### config.mk
export PLATFORM = sky130hd
export DESIGN_NAME = clk_div_prog
export DESIGN_NICKNAME = d
export VERILOG_FILES = /design/src/rtl/clk_div_prog.sv
export SDC_FILE = /design/constraint.sdc
export NUM_CORES = 1
export LEC_CHECK = 0
export ABC_AREA = 1
export BUFFER_PORTS_ARGS = -buffer_cell sky130_fd_sc_hd__buf_4
export CAP_MARGIN = 20
export CORE_MARGIN = 2
export CORE_UTILIZATION = 25
export CTS_CLUSTER_DIAMETER = 40
export DETAILED_ROUTE_END_ITERATION = 8
export PLACE_DENSITY_LB_ADDON = 0.08
export SLEW_MARGIN = 25
export SYNTH_ARGS = -nofsm -noshare
export SYNTH_HDL_FRONTEND = slang
export SYNTH_SLANG_ARGS = --single-unit
### constraint.sdc
create_clock -name clk -period 3.15 [get_ports clk]
set_input_delay 0.1575 -clock clk [delete_from_list [all_inputs] [get_ports clk]]
set_output_delay 0.1575 -clock clk [all_outputs]
set_load 0.02 [all_outputs]
### src/rtl/clk_div_prog.sv
// rtl/clk_div_prog.sv - runtime-programmable clock divider and tick generator
//
// Purpose:
//   Divides clk by 2N, where N is the half-period held in div_active.
//   N can be reprogrammed at run time through a load/ack handshake. The new
//   value is applied only at a terminal count, so the running half-period
//   always completes and no runt pulse is produced. While en is low, a
//   pending divisor is applied on the next edge instead.
//
// Ports:
//   clk        in   system clock, rising edge
//   reset      in   synchronous active-high reset
//   en         in   count enable; counter and clk_div hold when low
//   div_in     in   [WIDTH] requested half-period N (0 is clamped to 1)
//   div_load   in   capture request for div_in
//   div_busy   out  captured divisor waiting to be applied
//   div_ack    out  one-cycle pulse when the new divisor takes effect
//   clk_div    out  divided clock, period 2N, 50% duty
//   tick       out  one-cycle strobe on each clk_div toggle
//   count_out  out  [WIDTH] current half-period counter
//   tick_cnt   out  [16] free-running tick counter (CLKDIV_TICK_CNT_EN only)
//
// Optional feature macro: CLKDIV_TICK_CNT_EN

module clk_div_prog #(
  parameter int WIDTH       = 16,
  parameter int DEFAULT_DIV = 2
) (
  input  logic             clk,
  input  logic             reset,
  input  logic             en,
  input  logic [WIDTH-1:0] div_in,
  input  logic             div_load,
  output logic             div_busy,
  output logic             div_ack,
  output logic             clk_div,
  output logic             tick,
`ifdef CLKDIV_TICK_CNT_EN
  output logic [15:0]      tick_cnt,
`endif
  output logic [WIDTH-1:0] count_out
);

  localparam logic [WIDTH-1:0] DIV_RST = WIDTH'(DEFAULT_DIV);
  localparam logic [WIDTH-1:0] ONE     = WIDTH'(1);

  logic [WIDTH-1:0] count_q,      count_d;
  logic [WIDTH-1:0] div_active_q, div_active_d;
  logic [WIDTH-1:0] div_shadow_q, div_shadow_d;
  logic             clk_div_q,    clk_div_d;
  logic             tick_q,       tick_d;
  logic             pending_q,    pending_d;
  logic             div_ack_q,    div_ack_d;
  logic             terminal;

`ifdef CLKDIV_TICK_CNT_EN
  logic [15:0]      tick_cnt_q,   tick_cnt_d;
`endif

  // div_active is never 0, so the subtraction cannot wrap.
  assign terminal = (count_q == (div_active_q - ONE));

  always_comb begin
    count_d      = count_q;
    div_active_d = div_active_q;
    div_shadow_d = div_shadow_q;
    clk_div_d    = clk_div_q;
    tick_d       = 1'b0;
    pending_d    = pending_q;
    div_ack_d    = 1'b0;

    if (en) begin
      if (terminal) begin
        count_d   = '0;
        clk_div_d = ~clk_div_q;
        tick_d    = 1'b1;
        // Swap divisors only at the half-period boundary.
        if (pending_q) begin
          div_active_d = div_shadow_q;
          pending_d    = 1'b0;
          div_ack_d    = 1'b1;
        end
      end else begin
        count_d = count_q + ONE;
      end
    end else if (pending_q) begin
      // Halted: apply immediately and restart the half-period; level holds.
      div_active_d = div_shadow_q;
      count_d      = '0;
      pending_d    = 1'b0;
      div_ack_d    = 1'b1;
    end

    // Capture uses the registered pending flag, so a load on the apply
    // edge (or any load while busy) is dropped.
    if (div_load && !pending_q) begin
      div_shadow_d = (div_in == '0) ? ONE : div_in;
      pending_d    = 1'b1;
    end
  end

`ifdef CLKDIV_TICK_CNT_EN
  always_comb begin
    tick_cnt_d = tick_cnt_q;
    if (tick_d) tick_cnt_d = tick_cnt_q + 16'd1;
  end
`endif

  always_ff @(posedge clk) begin
    if (reset) begin
      count_q      <= '0;
      div_active_q <= DIV_RST;
      div_shadow_q <= DIV_RST;
      clk_div_q    <= 1'b0;
      tick_q       <= 1'b0;
      pending_q    <= 1'b0;
      div_ack_q    <= 1'b0;
    end else begin
      count_q      <= count_d;
      div_active_q <= div_active_d;
      div_shadow_q <= div_shadow_d;
      clk_div_q    <= clk_div_d;
      tick_q       <= tick_d;
      pending_q    <= pending_d;
      div_ack_q    <= div_ack_d;
    end
  end

`ifdef CLKDIV_TICK_CNT_EN
  always_ff @(posedge clk) begin
    if (reset) tick_cnt_q <= '0;
    else       tick_cnt_q <= tick_cnt_d;
  end
  assign tick_cnt = tick_cnt_q;
`endif

  assign count_out = count_q;
  assign clk_div   = clk_div_q;
  assign tick      = tick_q;
  assign div_busy  = pending_q;
  assign div_ack   = div_ack_q;

endmodule
==> results.ini <==
[global_routing]
grt_pass1_vias=2642
antenna_found_initial=0
track_usage_pct=12.6
grt_max_degree=36
grt_overflow=0
grt_pass1_wl_mm=12.9

[sta]
tightest_slew_ns=0.701
fin_crit_ns=2.20
hold_ws_ns=0.0797
finClkSkew_ns=0.00934
fmaxAchievable_mhz=455
fin_tns_setup_ns=0
slew_headroom_pct=53.2
finalCritPeriodShare_pct=69.7
hold_viol_final=0
rsz0062_at_grt=no
setup_viol=0
slew_violations=0

[clock_network]
cts_tree=yes
clkTransAtPathRegs_ns=0.07
clock_sinks=52
clockRootBuffer=clkbuf_16
post_cts_buffers=0
clock_latency_ns=0.30
cts_buffers=5
htree_levels=2
hold_buffers=0
ctsResizeCount=0
cts_max_path_buffers=2

[critical_path]
required_ns=3.33
critPathMaxFanout=35
worst_setup_path_end_kind=flip-flop
crit_type=flip-flop to flip-flop
slowest_delay_ns=0.35
critPathLaunchType=flip-flop
cp_top_family=simple AND/OR/NAND/NOR gates
cp.arrival_ns=2.37
crit_top_cell=nand2_1
crit_chain=inv_2 -> ha_1 -> nand3_2 -> nor2_4 -> nand3b_1 -> nand2_1 -> inv_1 -> nor2_1 -> nand2_1 -> nor2_2 -> nand2_4 -> nand2_8 -> nand2_1 -> nand2_1 -> nor2_1
slowest_stage=dfxtp_1
timing.critical_path.buf_inv=2

[synth]
ys.warnings.count=0
yosysTopAreaCellShare_pct=35.6
synth-main-ff-cell=dfxtp_1
synth_edf_count=0
synth-seq-area-share_pct=35.6
avgSynthCellArea_um2=6.78
syn_nets=453
yosysMostFrequentCell=nand2_1
postSynthCellCount=431
synth_common_cells=nand2_1, nor2_1, dfxtp_1
synth_largest_area_cell=dfxtp_1
async_reset_ff_share_pct=0
syn_area_um2=2920
yosys.cell_types.count=33
ys_top_cells_by_area=dfxtp_1, nand2_1, nor2_1
synth-seq-cells=52

[power]
p_sw_share_pct=30.5
pwr-share-comb_pct=19.3
internal-power_w=0.00111
power_frac_clock_pct=35.1
cellPowerDensity_nw_per_um2=459
power.switching_w=0.000486
p_seq_share_pct=45.5
vdd_ir_drop_max_mv=0.185
p_leak_nw=1.47

[floorplan]
ios=40
dieArea_um2=12600
die_h_um=112
initial_core_util_pct=25.6
die_x_um=112
core_um2=11400
num_rows=39

[route]
viasPerCell=4.42
vias=2677
first_iter_violations=81
route.detailed.drc=0
drt_first_pass_iters=4
wirelength_mm=7.56
wl_per_cell_um=12.5
ant_nets=0

[placement]
place.gp.congestion=0.768
io_buffers=39
dpl.hpwl_mm=5.56

[flow_run]
drv_cap=0

[layout]
final_layout_size_suffix_gt1_share_pct=15.4
layout-area-overhead-vs-synth_pct=18.6
nets=483
fill_cells=1304
num_antenna_cells=0

[status]
status=complete, no violations

[worst_hold_path]
worstHoldPathType=primary input to flip-flop

[tightest hold or removal path, delay by kind of cell]
kind / cells / cell delay [ns]
buffers and inverters: 1 / 0.09
AND/OR/NAND/NOR: 2 / 0.10
[path summary, 6_finish.rpt]
check,depth (start not counted),startpoint,endpoint,slack [ns]
setup / recovery,15,div_active_q[0],count_out[12],0.95
setup reg to reg,15,div_active_q[0],count_out[12],0.95
hold / removal,3,div_in[1],div_shadow_q[1],0.08
hold reg to reg,2,div_shadow_q[8],div_shadow_q[8],0.47
[metal layers]
layer | GRT usage, % | wire length (um)
met2 | 19.7 | 3310
met5 | 0 | 0
met3 | 2.70 | 268
met1 | 17.6 | 3920
met4 | 3.17 | 64
[cell usage in the layout, fill, tap and decap left out, types with 7 or more instances in the layout]
cell type  count
nand2_1       96
nor2_1        65
dfxtp_1       52
inv_1         42
buf_4         41
nand3_1       39
a21oi_1       29
xor2_1        15
a211oi_1      14
xnor2_1       10
nand3b_1       7
[kinds of logic after synthesis]
kind of cell,share of synthesized area (%)
AO/OA/AOI/OAI,9.94
buffers and inverters,9.38
adder cells (fa/ha/maj),0.856
flip-flops,35.6
AND/OR/NAND/NOR,36.7
XOR/XNOR,7.49
[flip-flops by register name, indices dropped and copies added (netlist names)]
name,cells
clk_div,1
tick,1
div_active_q,16
count_out,16
div_busy,1
div_shadow_q,16
div_ack,1
[per-stage QoR]
stage / area, um2 / worst slack, ns / util (%) / power [W] / instances
finish: 3460 / 0.953 / 30.3 / 0.00159 / 605
global route: 3460 / 0.644 / 30.3 / 0.00169 / 605
CTS: 3460 / 0.918 / 30.3 / 0.00162 / 605
detailed placement: 3310 / 0.942 / 29.0 / 0.00105 / 597
global placement: 3310 / 1.01 / 29.0 / 0.00105 / 597
floorplan: 2920 / 1.31 / - / 0.000970 / 431
[power groups by stage]
stage | combinational (W) | sequential, W | clock [W]
6_report | 0.000308 | 0.000725 | 0.000559
5_1_grt | 0.000357 | 0.000730 | 0.000607
4_1_cts | 0.000312 | 0.000724 | 0.000587
3_5_place_dp | 0.000310 | 0.000740 | 0
3_3_place_gp | 0.000309 | 0.000739 | 0
2_1_floorplan | 0.000234 | 0.000736 | 0
[final cells by class]
cell class	instances	area, um2	area share, %
multi-input combinational	313	1610	46.4
tap	143	179	5.16
inverter	48	180	5.20
clock buffer	5	125	3.61
clock inverter	3	22.5	0.650
timing repair buffer	41	308	8.88
sequential	52	1040	30.0
Note: power is estimated with default switching activity, not from simulation.
